[src/rtl/cop0_irq_ctrl.sv]
// CP0 interrupt requester: synchronizes lines, latches rising edges as pending, masks and picks the
// highest eligible line, and holds one request to CP0 until acked. Macro COP0_IRQ_LEVEL_EN selects level mode.
module cop0_irq_ctrl #(
  parameter int NLINES = 6,
  parameter int NUMW   = 3
) (
  input  logic              clk,
  input  logic              nrst,
  input  logic [NLINES-1:0] irq_i,
  input  logic [NLINES-1:0] mask_i,
  input  logic              ie_i,
  output logic              irq_req_o,
  output logic [NUMW-1:0]   irq_num_o,
  input  logic              irq_ack_i,
  input  logic              clr_we_i,
  input  logic [NLINES-1:0] clr_mask_i,
  output logic [NLINES-1:0] pend_o
);

  typedef enum logic {ST_IDLE, ST_REQ} state_t;

  state_t            state_q;
  logic [NLINES-1:0] s1_q, s2_q;
  logic [NLINES-1:0] pend_q, pend_d;
  logic [NLINES-1:0] elig;
  logic [NUMW-1:0]   win;
  logic              req_q;
  logic [NUMW-1:0]   num_q;

  always_ff @(posedge clk or negedge nrst) begin
    if (!nrst) begin
      s1_q <= '0;
      s2_q <= '0;
    end else begin
      s1_q <= irq_i;
      s2_q <= s1_q;
    end
  end

`ifdef COP0_IRQ_LEVEL_EN
  // Pending mirrors the synchronized level one cycle later, keeping the 3-cycle request latency.
  logic unused_clr;
  assign unused_clr = clr_we_i | (|clr_mask_i);

  always_comb begin
    pend_d = s2_q;
  end
`else
  logic [NLINES-1:0] s3_q;
  logic [NLINES-1:0] rise;
  logic [NLINES-1:0] clr;

  always_ff @(posedge clk or negedge nrst) begin
    if (!nrst) s3_q <= '0;
    else       s3_q <= s2_q;
  end

  assign rise = s2_q & ~s3_q;

  always_comb begin
    clr = clr_we_i ? clr_mask_i : '0;
    for (int i = 0; i < NLINES; i++) begin
      if (irq_ack_i && req_q && (num_q == NUMW'(i))) clr[i] = 1'b1;
    end
    // A rise in the same cycle as its clear wins, so no edge is dropped.
    pend_d = (pend_q & ~clr) | rise;
  end
`endif

  always_ff @(posedge clk or negedge nrst) begin
    if (!nrst) pend_q <= '0;
    else       pend_q <= pend_d;
  end

  assign elig = ie_i ? (pend_q & mask_i) : '0;

  always_comb begin
    win = '0;
    for (int i = 0; i < NLINES; i++) begin
      if (elig[i]) win = NUMW'(i);
    end
  end

  // The request is frozen in REQ; only an ack releases it, regardless of mask/IE/pending changes.
  always_ff @(posedge clk or negedge nrst) begin
    if (!nrst) begin
      state_q <= ST_IDLE;
      req_q   <= 1'b0;
      num_q   <= '0;
    end else begin
      case (state_q)
        ST_IDLE: begin
          if (|elig) begin
            state_q <= ST_REQ;
            req_q   <= 1'b1;
            num_q   <= win;
          end
        end
        ST_REQ: begin
          if (irq_ack_i) begin
            state_q <= ST_IDLE;
            req_q   <= 1'b0;
            num_q   <= '0;
          end
        end
      endcase
    end
  end

  assign irq_req_o = req_q;
  assign irq_num_o = num_q;
  assign pend_o    = pend_q;

endmodule

[config.mk]
export PLATFORM = sky130hd
export DESIGN_NAME = cop0_irq_ctrl
export DESIGN_NICKNAME = d
export VERILOG_FILES = /design/src/rtl/cop0_irq_ctrl.sv
export SDC_FILE = /design/constraint.sdc
export NUM_CORES = 1
export LEC_CHECK = 0
export ABC_CLOCK_PERIOD_IN_PS = 1400
export CORE_MARGIN = 4
export CORE_UTILIZATION = 45
export DETAILED_ROUTE_END_ITERATION = 16
export PLACE_DENSITY = 0.82
export SYNTH_ARGS = -nofsm -noshare
export SYNTH_HDL_FRONTEND = slang
export SYNTH_SLANG_ARGS = --single-unit
[constraint.sdc]
create_clock -name clk -period 1.4 [get_ports clk]
set_clock_uncertainty 0.2 [all_clocks]
set_input_delay 0.28 -clock clk [delete_from_list [all_inputs] [get_ports clk]]
set_output_delay 0.28 -clock clk [all_outputs]
set_load 0.01 [all_outputs]
==> impl_metrics.toml, run 1 <==
[floorplan]
die_h_microns = 56.87
ios = 33
num_rows = 17
start_util = 0.4812
die_width_microns = 56.87
die-area_sq_um = 3234
core_area_sq_um = 2233

[clock_network]
clk_pin_slew_ns = 0.09
clockBufferDepth = 2
worstSkewPairLatency_ns = 0.30
hold_buffers = 0
cts_root_buf = "clkbuf_4"
cts_buffers = 5
h-tree-depth = 2
cts_tree = "built"
cts.sinks = 29

[layout]
fin_cells = 174
final_common_cell = "dfrtp_1"
drive_gt1_frac = 0.3425
layout_common_cells = "29 x dfrtp_1, 21 x clkdlybuf4s50_1, 16 x buf_4"
n_fill_cell = 142
fin_util = 0.7373
fin_nets = 168
num_antenna_cells = 0
post-route-cell-area_sq_um = 1647
areaGrowthSynthToFinish_pct = 53.20

[timing]
fin_crit_ns = 1.479
final.period_utilization = 1.056
drv_slew = 0
fin_hold_ws_ns = 0.1330
fin_ws_ns = -0.07861
fmax_ghz = 0.6763
final_hold_viol_count = 0
rsz0062_at_grt = "true"
setup_viol = 6
tightest_slew_ns = 0.3459
slew_headroom = 0.7670
setup-tns-final_ns = -0.2888

[pwr]
irDropWorstVdd_mv = 1.080
power.leakage_nw = 0.7488
power_mw = 2.152
powerDensity_nw_per_um2 = 1307

[routing]
vias = 928
first_pass_iters = 4
drt-vias-per-instance = 5.333
wire_per_inst_microns = 15.56
routed-wl-met2_microns = 1380
totalWireLength_microns = 2707
drtIter0Drc = 38
top_layer_used = "met4"
ant_nets = 0
wl_met3_microns = 259
met1_length_microns = 1041
drcViolationCount = 0

[place]
hpwl_microns = 1777
post-place-ws_ns = -0.3664
port_buffers = 32
dpl-instance-area_sq_um = 1543
place.gp.congestion = 0.8224
dp.cells = 159

[logic_synthesis]
ys_ff_latch = 29
yosys.area.top_type = "dfrtp_1"
yosysUniqueCellTypes = 23
syn-cell-area_sq_um = 1075
synthCells = 86
yosysSeqAreaShare = 0.6752
syn_avg_cell_area_sq_um = 12.50
synthTopCellsByArea = "dfrtp_1 68%, nand2_1 4.2%, o21ai_0 3.7%, a22oi_2 3.5%, a32o_1 2.8%"
syn-num-nets = 109
ys_warn_count = 0
synth_top_area_frac = 0.6752

[critical_path]
cp-start-kind = "register"
worstPathMaxFanout = 10
reg2reg_slack_ns = -0.08
r2r-start = "state_q"
r2r_cells = 3
crit_type = "reg -> reg"
crit_path_end_kind = "register"
worst_ep_arrival_time_ns = 1.45
r2r-end = "irq_num_o[0]"
crit_required_ns = 1.37
endpoint = "irq_num_o[0]"
critPathLaunch = "state_q"

[global_route]
grt_pass1_wl_microns = 4298
grt_max_degree = 30
antenna_found_initial = 0
grt_use_total = 0.1698
grt_pass1_vias = 928
gr-total-overflow = 0

[outcome]
run_status = "finished with violations"
failed_checks = "negative setup slack"

[job]
drv_cap = 0

[hold_path]
hp-class = "in -> async"
flip-flops by register name, summed over array words and instances (netlist names):
register and flops:
pend_o 6, irq_num_o 3, s1_q 6, s3_q 6
s2_q 6, state_q 1, irq_req_o 1
synth_stat cells, drive strengths merged:
| master | n |
|---|---|
| o22ai | 1 |
| nor2b | 1 |
| dfrtp | 29 |
| nand3b | 1 |
| nor4 | 1 |
| o2bb2ai | 1 |
| o311ai | 3 |
| o221ai | 1 |
| inv | 7 |
| buf | 1 |
| a22oi | 4 |
| o21ai | 8 |
| nand3 | 3 |
| nor2 | 3 |
| o211ai | 1 |
| nand2 | 12 |
| nand2b | 4 |
| a21bo | 1 |
| a21boi | 1 |
| a32o | 3 |
power breakdown:
| group | leakage, nW | internal (mW) | switching, mW |
|---|---|---|---|
| registers | 0.341 | 0.934 | 0.0689 |
| logic | 0.376 | 0.371 | 0.320 |
| clock network | 0.0320 | 0.191 | 0.267 |
kinds of logic (layout without fill, tap and decap cells):
family                 Yosys count  in the layout  synth area share
DFF                             29             29            0.6752
and+or+nand+nor                 25             25            0.1129
AOI/OAI and AO/OA               24             24            0.1828
buffers and inverters            8             68           0.02910
how the worst min path moves through the flow:
| stage | from | to | slack [ns] |
|---|---|---|---|
| 2_1_floorplan | nrst | irq_num_o[0] | -0.22 |
| 3_3_place_gp | s1_q[4] | s2_q[4] | 0.13 |
| 3_5_place_dp | s1_q[4] | s2_q[4] | 0.13 |
| 4_1_cts | nrst | irq_num_o[2] | 0.13 |
| 5_1_grt | nrst | s1_q[5] | 0.12 |
| 6_report | nrst | s1_q[4] | 0.13 |
layout make-up:
| cell class | instances | area, sq um | area share |
|---|---|---|---|
| flip-flops and latches | 29 | 725.7 | 0.4407 |
| repair buffers | 53 | 454.2 | 0.2758 |
| multi-input cells | 49 | 354.1 | 0.2150 |
| clock buffers | 6 | 41.29 | 0.02508 |
| well taps | 28 | 35.03 | 0.02128 |
| inverters | 7 | 26.28 | 0.01596 |
| clock inverters | 2 | 10.01 | 0.006079 |
timing repair:
item,in CTS,in global routing
buffers inserted,6,2
pin swaps,4,3
gates cloned,0,0
setup endpoints to repair,15,11
resized for setup,48,8
worst max-delay path, stage by stage (launching register included):
cell	delay, ns
dfrtp_1	0.49
nor2b_1	0.20
o21ai_0	0.32
o221ai_2	0.14
per-layer routing:
layer,vias to the layer above,GRT usage
li1,422,-
met1,445,0.2136
met2,55,0.2921
met3,6,0.06437
met4,0,0.009934
met5,-,0
No activity file was read; power rests on OpenSTA's default activity.
==> run 2: changes to the inputs <==
- TNS_END_PERCENT: not set -> 50
==> run 2 against run 1 <==
Compared with the run above: the run still ends with negative setup slack left; final area decreased by 1.5%; total power decreased by 2.0%; critical path depth up 2; global-route usage shrank 0.77 points; sequential power about the same; clock-buffer cell count stayed put; wire length is 5.4% lower; via count down 2.9%; largest power group unchanged; first-iteration DRC count shrank 29%; clock power fell by 1%; utilization down 1.1 points; die area unchanged.
==> impl_metrics.toml, run 2 (synthesized netlist as in run 1, its figures left out) <==
[routing]
ant_nets = 0
vias = 901
wire_per_inst_microns = 14.80
first_pass_iters = 4
totalWireLength_microns = 2560
drtIter0Drc = 27
drt-vias-per-instance = 5.208
drcViolationCount = 0

[global_route]
grt_pass1_vias = 910
grt_use_total = 0.1621
grt_max_degree = 30
antenna_found_initial = 0
grt_pass1_wl_microns = 4105
gr-total-overflow = 0

[pwr]
power.leakage_nw = 0.7473
irDropWorstVdd_mv = 1.065
power_mw = 2.109
powerDensity_nw_per_um2 = 1301

[clock_network]
cts.sinks = 29
clk_pin_slew_ns = 0.09
cts_buffers = 5
worstSkewPairLatency_ns = 0.30
hold_buffers = 0
cts_tree = "built"
cts_root_buf = "clkbuf_4"
h-tree-depth = 2
clockBufferDepth = 2

[floorplan]
die_h_microns = 56.87
start_util = 0.4812
num_rows = 17
ios = 33
die_width_microns = 56.87
die-area_sq_um = 3234
core_area_sq_um = 2233

[timing]
final.period_utilization = 1.042
fin_ws_ns = -0.05944
fmax_ghz = 0.6852
rsz0062_at_grt = "true"
slew_headroom = 0.8125
tightest_slew_ns = 0.2787
final_hold_viol_count = 0
drv_slew = 0
setup_viol = 6
fin_crit_ns = 1.459

[layout]
num_antenna_cells = 0
drive_gt1_frac = 0.3241
final_common_cell = "dfrtp_1"
fin_nets = 167
areaGrowthSynthToFinish_pct = 50.87
layout_common_cells = "29 x dfrtp_1, 21 x clkdlybuf4s50_1, 17 x buf_4"

[place]
hpwl_microns = 1777
post-place-ws_ns = -0.3664
place.gp.congestion = 0.8224
port_buffers = 32

[critical_path]
r2r-start = "pend_o[2]"
crit_required_ns = 1.42
endpoint = "irq_num_o[0]"
worstPathMaxFanout = 3
cp-start-kind = "register"
reg2reg_slack_ns = -0.06
worst_ep_arrival_time_ns = 1.48
critPathLaunch = "pend_o[2]"
crit_path_end_kind = "register"
crit_type = "reg -> reg"
r2r-end = "irq_num_o[0]"
r2r_cells = 5

[job]
drv_cap = 0

[hold_path]
hp-class = "in -> async"

[outcome]
run_status = "finished with violations"
failed_checks = "negative setup slack"
==> run 2: changes by cell type in the layout (fill, tap and decap cells not counted), sizes merged <==
cell          delta
buf              -1
dlymetal6s2s     +1
dlygate4sd2      -1
==> run 2: timing repair <==
action	in CTS	in global routing
buffers inserted	5	2
endpoints found under the setup margin	15	12
cloned	0	0
pin swaps	1	2
endpoints found under the hold margin	0	0
gates resized for setup	43	8
==> run 2: cell type report <==
type	count	area, sq um
Multi-Input combinational cell	49	340.3
Clock inverter	2	10.01
Clock buffer	6	41.29
Sequential cell	29	725.7
Fill cell	147	611.8
Tap cell	28	35.03
Inverter	7	26.28
Timing Repair Buffer	52	442.9
==> run 2: routing by layer <==
metal | wire, microns | vias up | share of wire | global-route usage
li1 | - | 419 | - | -
met1 | 1023 | 432 | 0.40 | 0.2047
met2 | 1310 | 44 | 0.51 | 0.2706
met3 | 190 | 6 | 0.074 | 0.06207
met4 | 36 | 0 | 0.014 | 0.02318
met5 | 0 | - | 0 | 0
==> run 2: worst min-delay path by stage <==
| stage | start | endpoint | slack [ns] |
|---|---|---|---|
| after floorplan | nrst | irq_num_o[0] | -0.22 |
| after global placement | s1_q[4] | s2_q[4] | 0.13 |
| after detailed placement | s1_q[4] | s2_q[4] | 0.13 |
| after CTS | nrst | irq_num_o[2] | 0.13 |
| after global routing | nrst | s1_q[5] | 0.12 |
| final | nrst | s2_q[2] | 0.14 |
==> run 2: worst max-delay path: stages (launching register included) <==
cell and delay, ns:
dfrtp_1 0.40, buf_6 0.13, a22oi_2 0.24, nand3_2 0.14, buf_4 0.16, o221ai_2 0.11
==> run 2: report_power, final <==
part | internal [mW] | switching (mW) | total, mW
combinational | 0.356 | 0.301 | 0.657
clock | 0.191 | 0.263 | 0.453
sequential | 0.934 | 0.0651 | 0.999
total | 1.48 | 0.629 | 2.11
==> run 2: through the flow <==
step	cells	utilization	instance area, sq um	setup TNS, ns	hold slack [ns]
6_report	173	0.7261	1622	-0.1822	0.1374
5_1_grt	173	0.7261	1622	-0.6675	0.1166
4_1_cts	172	0.7120	1590	-0.07468	0.1324
3_5_place_dp	159	0.6908	1543	-3.189	0.1347
3_3_place_gp	159	0.6908	1543	-2.750	0.1322
2_1_floorplan	86	-	1075	0	-0.2156
